**config.mk**
```make
export PLATFORM = sky130hd
export DESIGN_NAME = popcount_seq
export DESIGN_NICKNAME = d
export VERILOG_FILES = /design/src/rtl/popcount_seq.sv
export SDC_FILE = /design/constraint.sdc
export NUM_CORES = 1
export LEC_CHECK = 0
export CAP_MARGIN = 20
export CORE_MARGIN = 2
export CORE_UTILIZATION = 56
export DETAILED_ROUTE_END_ITERATION = 10
export PLACE_DENSITY = 0.84
export SYNTH_ARGS = -nofsm -noshare
export SYNTH_HDL_FRONTEND = slang
export SYNTH_SLANG_ARGS = --single-unit
```
**constraint.sdc**
```tcl
create_clock -name clk -period 3.6 [get_ports clk]
set_clock_uncertainty 0.2 [all_clocks]
set_input_delay 0.72 -clock clk [delete_from_list [all_inputs] [get_ports clk]]
set_output_delay 0.72 -clock clk [all_outputs]
set_load 0.01 [all_outputs]
```
**src/rtl/popcount_seq.sv**
```systemverilog
// popcount_seq
// Sequential population counter. A start in IDLE captures an operand
// (inverted when counting zeros) and scans it BITS_PER_CYCLE bits per
// clock. The sum is published on bit_count with a one-cycle done pulse.
// A start accepted at edge N gives a result after edge N+K+1, where
// K = DATA_WIDTH/BITS_PER_CYCLE.
//
// Ports
//   clk          rising-edge clock
//   reset        synchronous, active-high reset
//   start        begin a count (only looked at in IDLE)
//   count_zeros  0: count ones, 1: count zeros (sampled with start)
//   data         operand (sampled with start)
//   busy         high from start acceptance until the result is published
//   done         one-cycle pulse: bit_count just updated
//   bit_count    most recent result, held between operations
module popcount_seq #(
  parameter int DATA_WIDTH     = 16,
  parameter int BITS_PER_CYCLE = 4,
  parameter int COUNT_WIDTH    = 5
) (
  input  logic                   clk,
  input  logic                   reset,
  input  logic                   start,
  input  logic                   count_zeros,
  input  logic [DATA_WIDTH-1:0]  data,
  output logic                   busy,
  output logic                   done,
  output logic [COUNT_WIDTH-1:0] bit_count
);

  localparam int K         = DATA_WIDTH / BITS_PER_CYCLE;
  // The index has to be able to hold K itself, the value it reaches after the last scan edge.
  localparam int IDX_WIDTH = $clog2(K + 1);
  localparam logic [IDX_WIDTH-1:0] IDX_ONE  = IDX_WIDTH'(1);
  localparam logic [IDX_WIDTH-1:0] LAST_IDX = IDX_WIDTH'(K - 1);

  typedef enum logic [1:0] {
    IDLE   = 2'd0,
    SCAN   = 2'd1,
    FINISH = 2'd2
  } state_t;

  // Number of set bits in one scan chunk.
  function automatic logic [COUNT_WIDTH-1:0] chunk_ones(input logic [BITS_PER_CYCLE-1:0] chunk);
    logic [COUNT_WIDTH-1:0] sum;
    sum = {COUNT_WIDTH{1'b0}};
    for (int i = 0; i < BITS_PER_CYCLE; i++) begin
      sum = sum + COUNT_WIDTH'(chunk[i]);
    end
    return sum;
  endfunction

  state_t                 state_r, state_s;
  logic [DATA_WIDTH-1:0]  shift_r, shift_s;
  logic [COUNT_WIDTH-1:0] acc_r, acc_s;
  logic [IDX_WIDTH-1:0]   idx_r, idx_s;
  logic                   busy_r, busy_s;
  logic                   done_r, done_s;
  logic [COUNT_WIDTH-1:0] count_r, count_s;

  // Next-state and datapath update for the three-state scan sequence.
  always_comb begin
    state_s = state_r;
    shift_s = shift_r;
    acc_s   = acc_r;
    idx_s   = idx_r;
    busy_s  = busy_r;
    done_s  = 1'b0;
    count_s = count_r;
    case (state_r)
      IDLE: begin
        if (start) begin
          // Counting zeros is counting ones of the inverted operand.
          shift_s = count_zeros ? ~data : data;
          acc_s   = {COUNT_WIDTH{1'b0}};
          idx_s   = {IDX_WIDTH{1'b0}};
          busy_s  = 1'b1;
          state_s = SCAN;
        end else begin
          busy_s  = 1'b0;
        end
      end
      SCAN: begin
        acc_s   = acc_r + chunk_ones(shift_r[BITS_PER_CYCLE-1:0]);
        shift_s = shift_r >> BITS_PER_CYCLE;
        idx_s   = idx_r + IDX_ONE;
        if (idx_r == LAST_IDX) begin
          state_s = FINISH;
        end else begin
          state_s = SCAN;
        end
      end
      FINISH: begin
        count_s = acc_r;
        done_s  = 1'b1;
        busy_s  = 1'b0;
        state_s = IDLE;
      end
      default: begin
        busy_s  = 1'b0;
        state_s = IDLE;
      end
    endcase
  end

  // State and datapath registers; reset overrides any pending start.
  always_ff @(posedge clk) begin
    if (reset) begin
      state_r <= IDLE;
      shift_r <= {DATA_WIDTH{1'b0}};
      acc_r   <= {COUNT_WIDTH{1'b0}};
      idx_r   <= {IDX_WIDTH{1'b0}};
      busy_r  <= 1'b0;
      done_r  <= 1'b0;
      count_r <= {COUNT_WIDTH{1'b0}};
    end else begin
      state_r <= state_s;
      shift_r <= shift_s;
      acc_r   <= acc_s;
      idx_r   <= idx_s;
      busy_r  <= busy_s;
      done_r  <= done_s;
      count_r <= count_s;
    end
  end

  assign busy      = busy_r;
  assign done      = done_r;
  assign bit_count = count_r;

endmodule

```
==> results_dict.tcl <==
set metrics [dict create \
    seq_area_frac_synth_pct 41.9 \
    slew_violations 0 \
    layout_common_cells "34 x nor2_1, 33 x dfxtp_1, 26 x clkdlybuf4s50_1" \
    grt_pass1_vias 1266 \
    syn_avg_cell_area_um2 9.55 \
    synth_area_um2 1580 \
    finalNetCount 214 \
    clk_pin_slew_ps 100 \
    grt-ovfl-total 0 \
    synthArstFlopShare_pct 0 \
    post_cts_resized 0 \
    io_buffers 26 \
    cp_cell_sequence "fa_1, inv_1, fa_1, fa_1, nor4b_1, a31oi_1, a21oi_1" \
    p_leak_uw 0.000683 \
    cp-end-kind "register" \
    setup_ws_ps 1010 \
    root_buffer "clkbuf_4" \
    path_delay_family "adder cells" \
    avgViaCountPerCell 5.70 \
    holdPathStages 2 \
    synth_top_family_by_area "simple AND/OR/NAND/NOR gates" \
    worst_r2r_endpoint "acc_r[2]" \
    crit_buf_inv 1 \
    postCtsSetupBuffers 0 \
    drc 0 \
    outcome "complete, no violations" \
    cts.path.max_buffers 2 \
    final_common_cell "nor2_1" \
    post-route-min-period_ps 2590 \
    critPathMaxFanout 3 \
    synth-compound-area-share_pct 17.2 \
    antenna_cells 0 \
    critPathSlowestCell "fa_1" \
    tightest_slew_ps 916 \
    synth-adder-area-share_pct 6.19 \
    reg2reg_from "shift_r[0]" \
    dieHeight_um 57.1 \
    hp-class "register to register" \
    tns_ps 0 \
    cp_slowest_stage_delay_ps 540 \
    drive_gt1_share_pct 9.04 \
    crit_path_start_kind "register" \
    crit_type "register to register" \
    drt-wirelength-per-cell_um 14.1 \
    core-area_um2 2710 \
    ys_warn_count 0 \
    cts_tree "built" \
    holdBufCountCts 0 \
    slew_headroom_pct 38.7 \
    place_hpwl_um 2180 \
    grt_antenna_before_repair 0 \
    cts_made_buffers 5 \
    dr.pass1.iters 4 \
    num_vias 1248 \
    arrival_ps 2630 \
    floorplan.die.width_um 57.1 \
    cap_violations 0 \
    rsz0062_at_grt "false" \
    dieArea_um2 3260 \
    worstPathRequired_ps 3640 \
    rrSetupSlack_ps 1010 \
    worstRegToRegCells 7 \
    htree_levels 2 \
    gp_congestion 0.738 \
    num_rows 19 \
    hold_viol 0 \
    postSynthCellCount 165 \
    crit_top_cell "fa_1" \
    hold_slack_ps 266 \
    p_per_area_nw_per_um2 397 \
    synthFlopType "dfxtp_1" \
    grt_pass1_wl_um 5410 \
    drt_wl_total_um 3090 \
    grt_start_max_net_pins 21 \
    hold-path-endpoint "bit_count[2]" \
    fmax_mhz 386 \
    grt_usage_pct 21.2 \
    setup_viol_count_final 0 \
    synth-xor-area-share_pct 8.89 \
    pin_count 27 \
    synthSimpleGateAreaFrac_pct 17.4 \
    synthMuxAreaShare_pct 2.06 \
    detail-route-antenna-nets 0 \
    vdd_ir_drop_max_uv 406 \
    n_fill_cell 215 \
    syn_to_final_growth_pct 18.5 \
    synth-seq-cells 33 \
    clock_latency_ps 330 \
    synth_cell_type_count 35 \
    synth_fp_nets 191 \
    drtIter0Drc 36 \
    synth_edf_count 0 \
    min-delay-start "bit_count[2]" \
    clock-sinks 33 \
    post-route-period-util_pct 71.9 \
    pre_cts_slack_ps 853 \
    start_util_pct 58.2 \
]
==> cell usage after synthesis (2+ instances only) <==
cell type / count / area [um2]
a2111oi_1: 5 / 50.1
a2111oi_2: 4 / 60.1
a21oi_1: 6 / 30.0
a222oi_1: 2 / 20.0
a22oi_1: 5 / 37.5
a2bb2oi_1: 3 / 26.3
buf_2: 2 / 10.0
buf_4: 4 / 30.0
buf_6: 2 / 22.5
clkbuf_1: 4 / 15.0
dfxtp_1: 33 / 661
fa_1: 3 / 60.1
ha_1: 3 / 37.5
inv_1: 6 / 22.5
mux2_2: 2 / 22.5
nand2_1: 11 / 41.3
nor2_1: 34 / 128
nor2b_1: 3 / 18.8
nor3b_1: 3 / 22.5
xnor2_1: 10 / 87.6
xor2_1: 6 / 52.6
==> through the flow <==
step | cell area [um2] | utilization, % | cells | power, uW
3_3_place_gp | 1810 | 66.9 | 212 | 530
4_1_cts | 1870 | 68.9 | 219 | 746
3_5_place_dp | 1810 | 66.9 | 212 | 539
5_1_grt | 1870 | 68.9 | 219 | 781
2_1_floorplan | 1580 | - | 165 | 498
6_report | 1870 | 68.9 | 219 | 742
==> power by group <==
part	switching (uW)	total (uW)	leakage, uW	internal (uW)
clock	119	211	0.0000314	92.1
combinational	63.2	130	0.000382	67.0
sequential	15.4	401	0.000270	385
==> routing by layer <==
metal	vias to the layer above	routed length, um	part of all wire, %	GRT usage, %
li1	612	-	-	-
met1	604	1370	44	26.8
met2	30	1570	51	36.1
met3	2	140	4.5	6.80
met4	0	16	0.52	3.99
met5	-	0	0	0
==> layout make-up <==
type / instances / area [um2] / area share (%)
flip-flops and latches: 33 / 661 / 35.4
clock buffers: 7 / 55.1 / 2.95
inverters: 6 / 22.5 / 1.21
repair buffers: 28 / 275 / 14.7
well taps: 31 / 38.8 / 2.08
multi-input cells: 114 / 816 / 43.7
==> cell families (layout without fill, tap and decap cells) <==
| family | after synthesis | in the layout |
|---|---|---|
| adders and majority gates | 6 | 6 |
| muxes | 3 | 3 |
| buffers and inverters | 18 | 41 |
| xor gates and xnor gates | 16 | 16 |
| AOI/OAI and AO/OA | 31 | 31 |
| and+or+nand+nor | 58 | 58 |
| DFF | 33 | 33 |
==> tightest hold or removal path, delay by kind of cell, from the launching register on <==
| family | cells | cell delay, ps |
|---|---|---|
| AND/OR/NAND/NOR | 1 | 50 |
| AO/OA/AOI/OAI | 1 | 50 |
| flip-flops | 1 | 320 |
==> worst max-delay path by stage <==
| stage | start | to | slack, ps | depth (start not counted) |
|---|---|---|---|---|
| after CTS | shift_r[0] | acc_r[2] | 1020 | 7 |
| after global routing | shift_r[0] | acc_r[2] | 800 | 7 |
| after global placement | count_zeros | shift_r[1] | 970 | 3 |
| after detailed placement | count_zeros | shift_r[4] | 850 | 3 |
| after floorplan | shift_r[0] | acc_r[4] | 1180 | 6 |
| final | shift_r[0] | acc_r[2] | 1010 | 7 |
==> sequential cells by signal (all words and copies together), names as in the netlist <==
name	count
busy	1
bit_count	5
acc_r	5
shift_r	16
done	1
state_r	2
idx_r	3
Power figures use the tool's default switching activity.
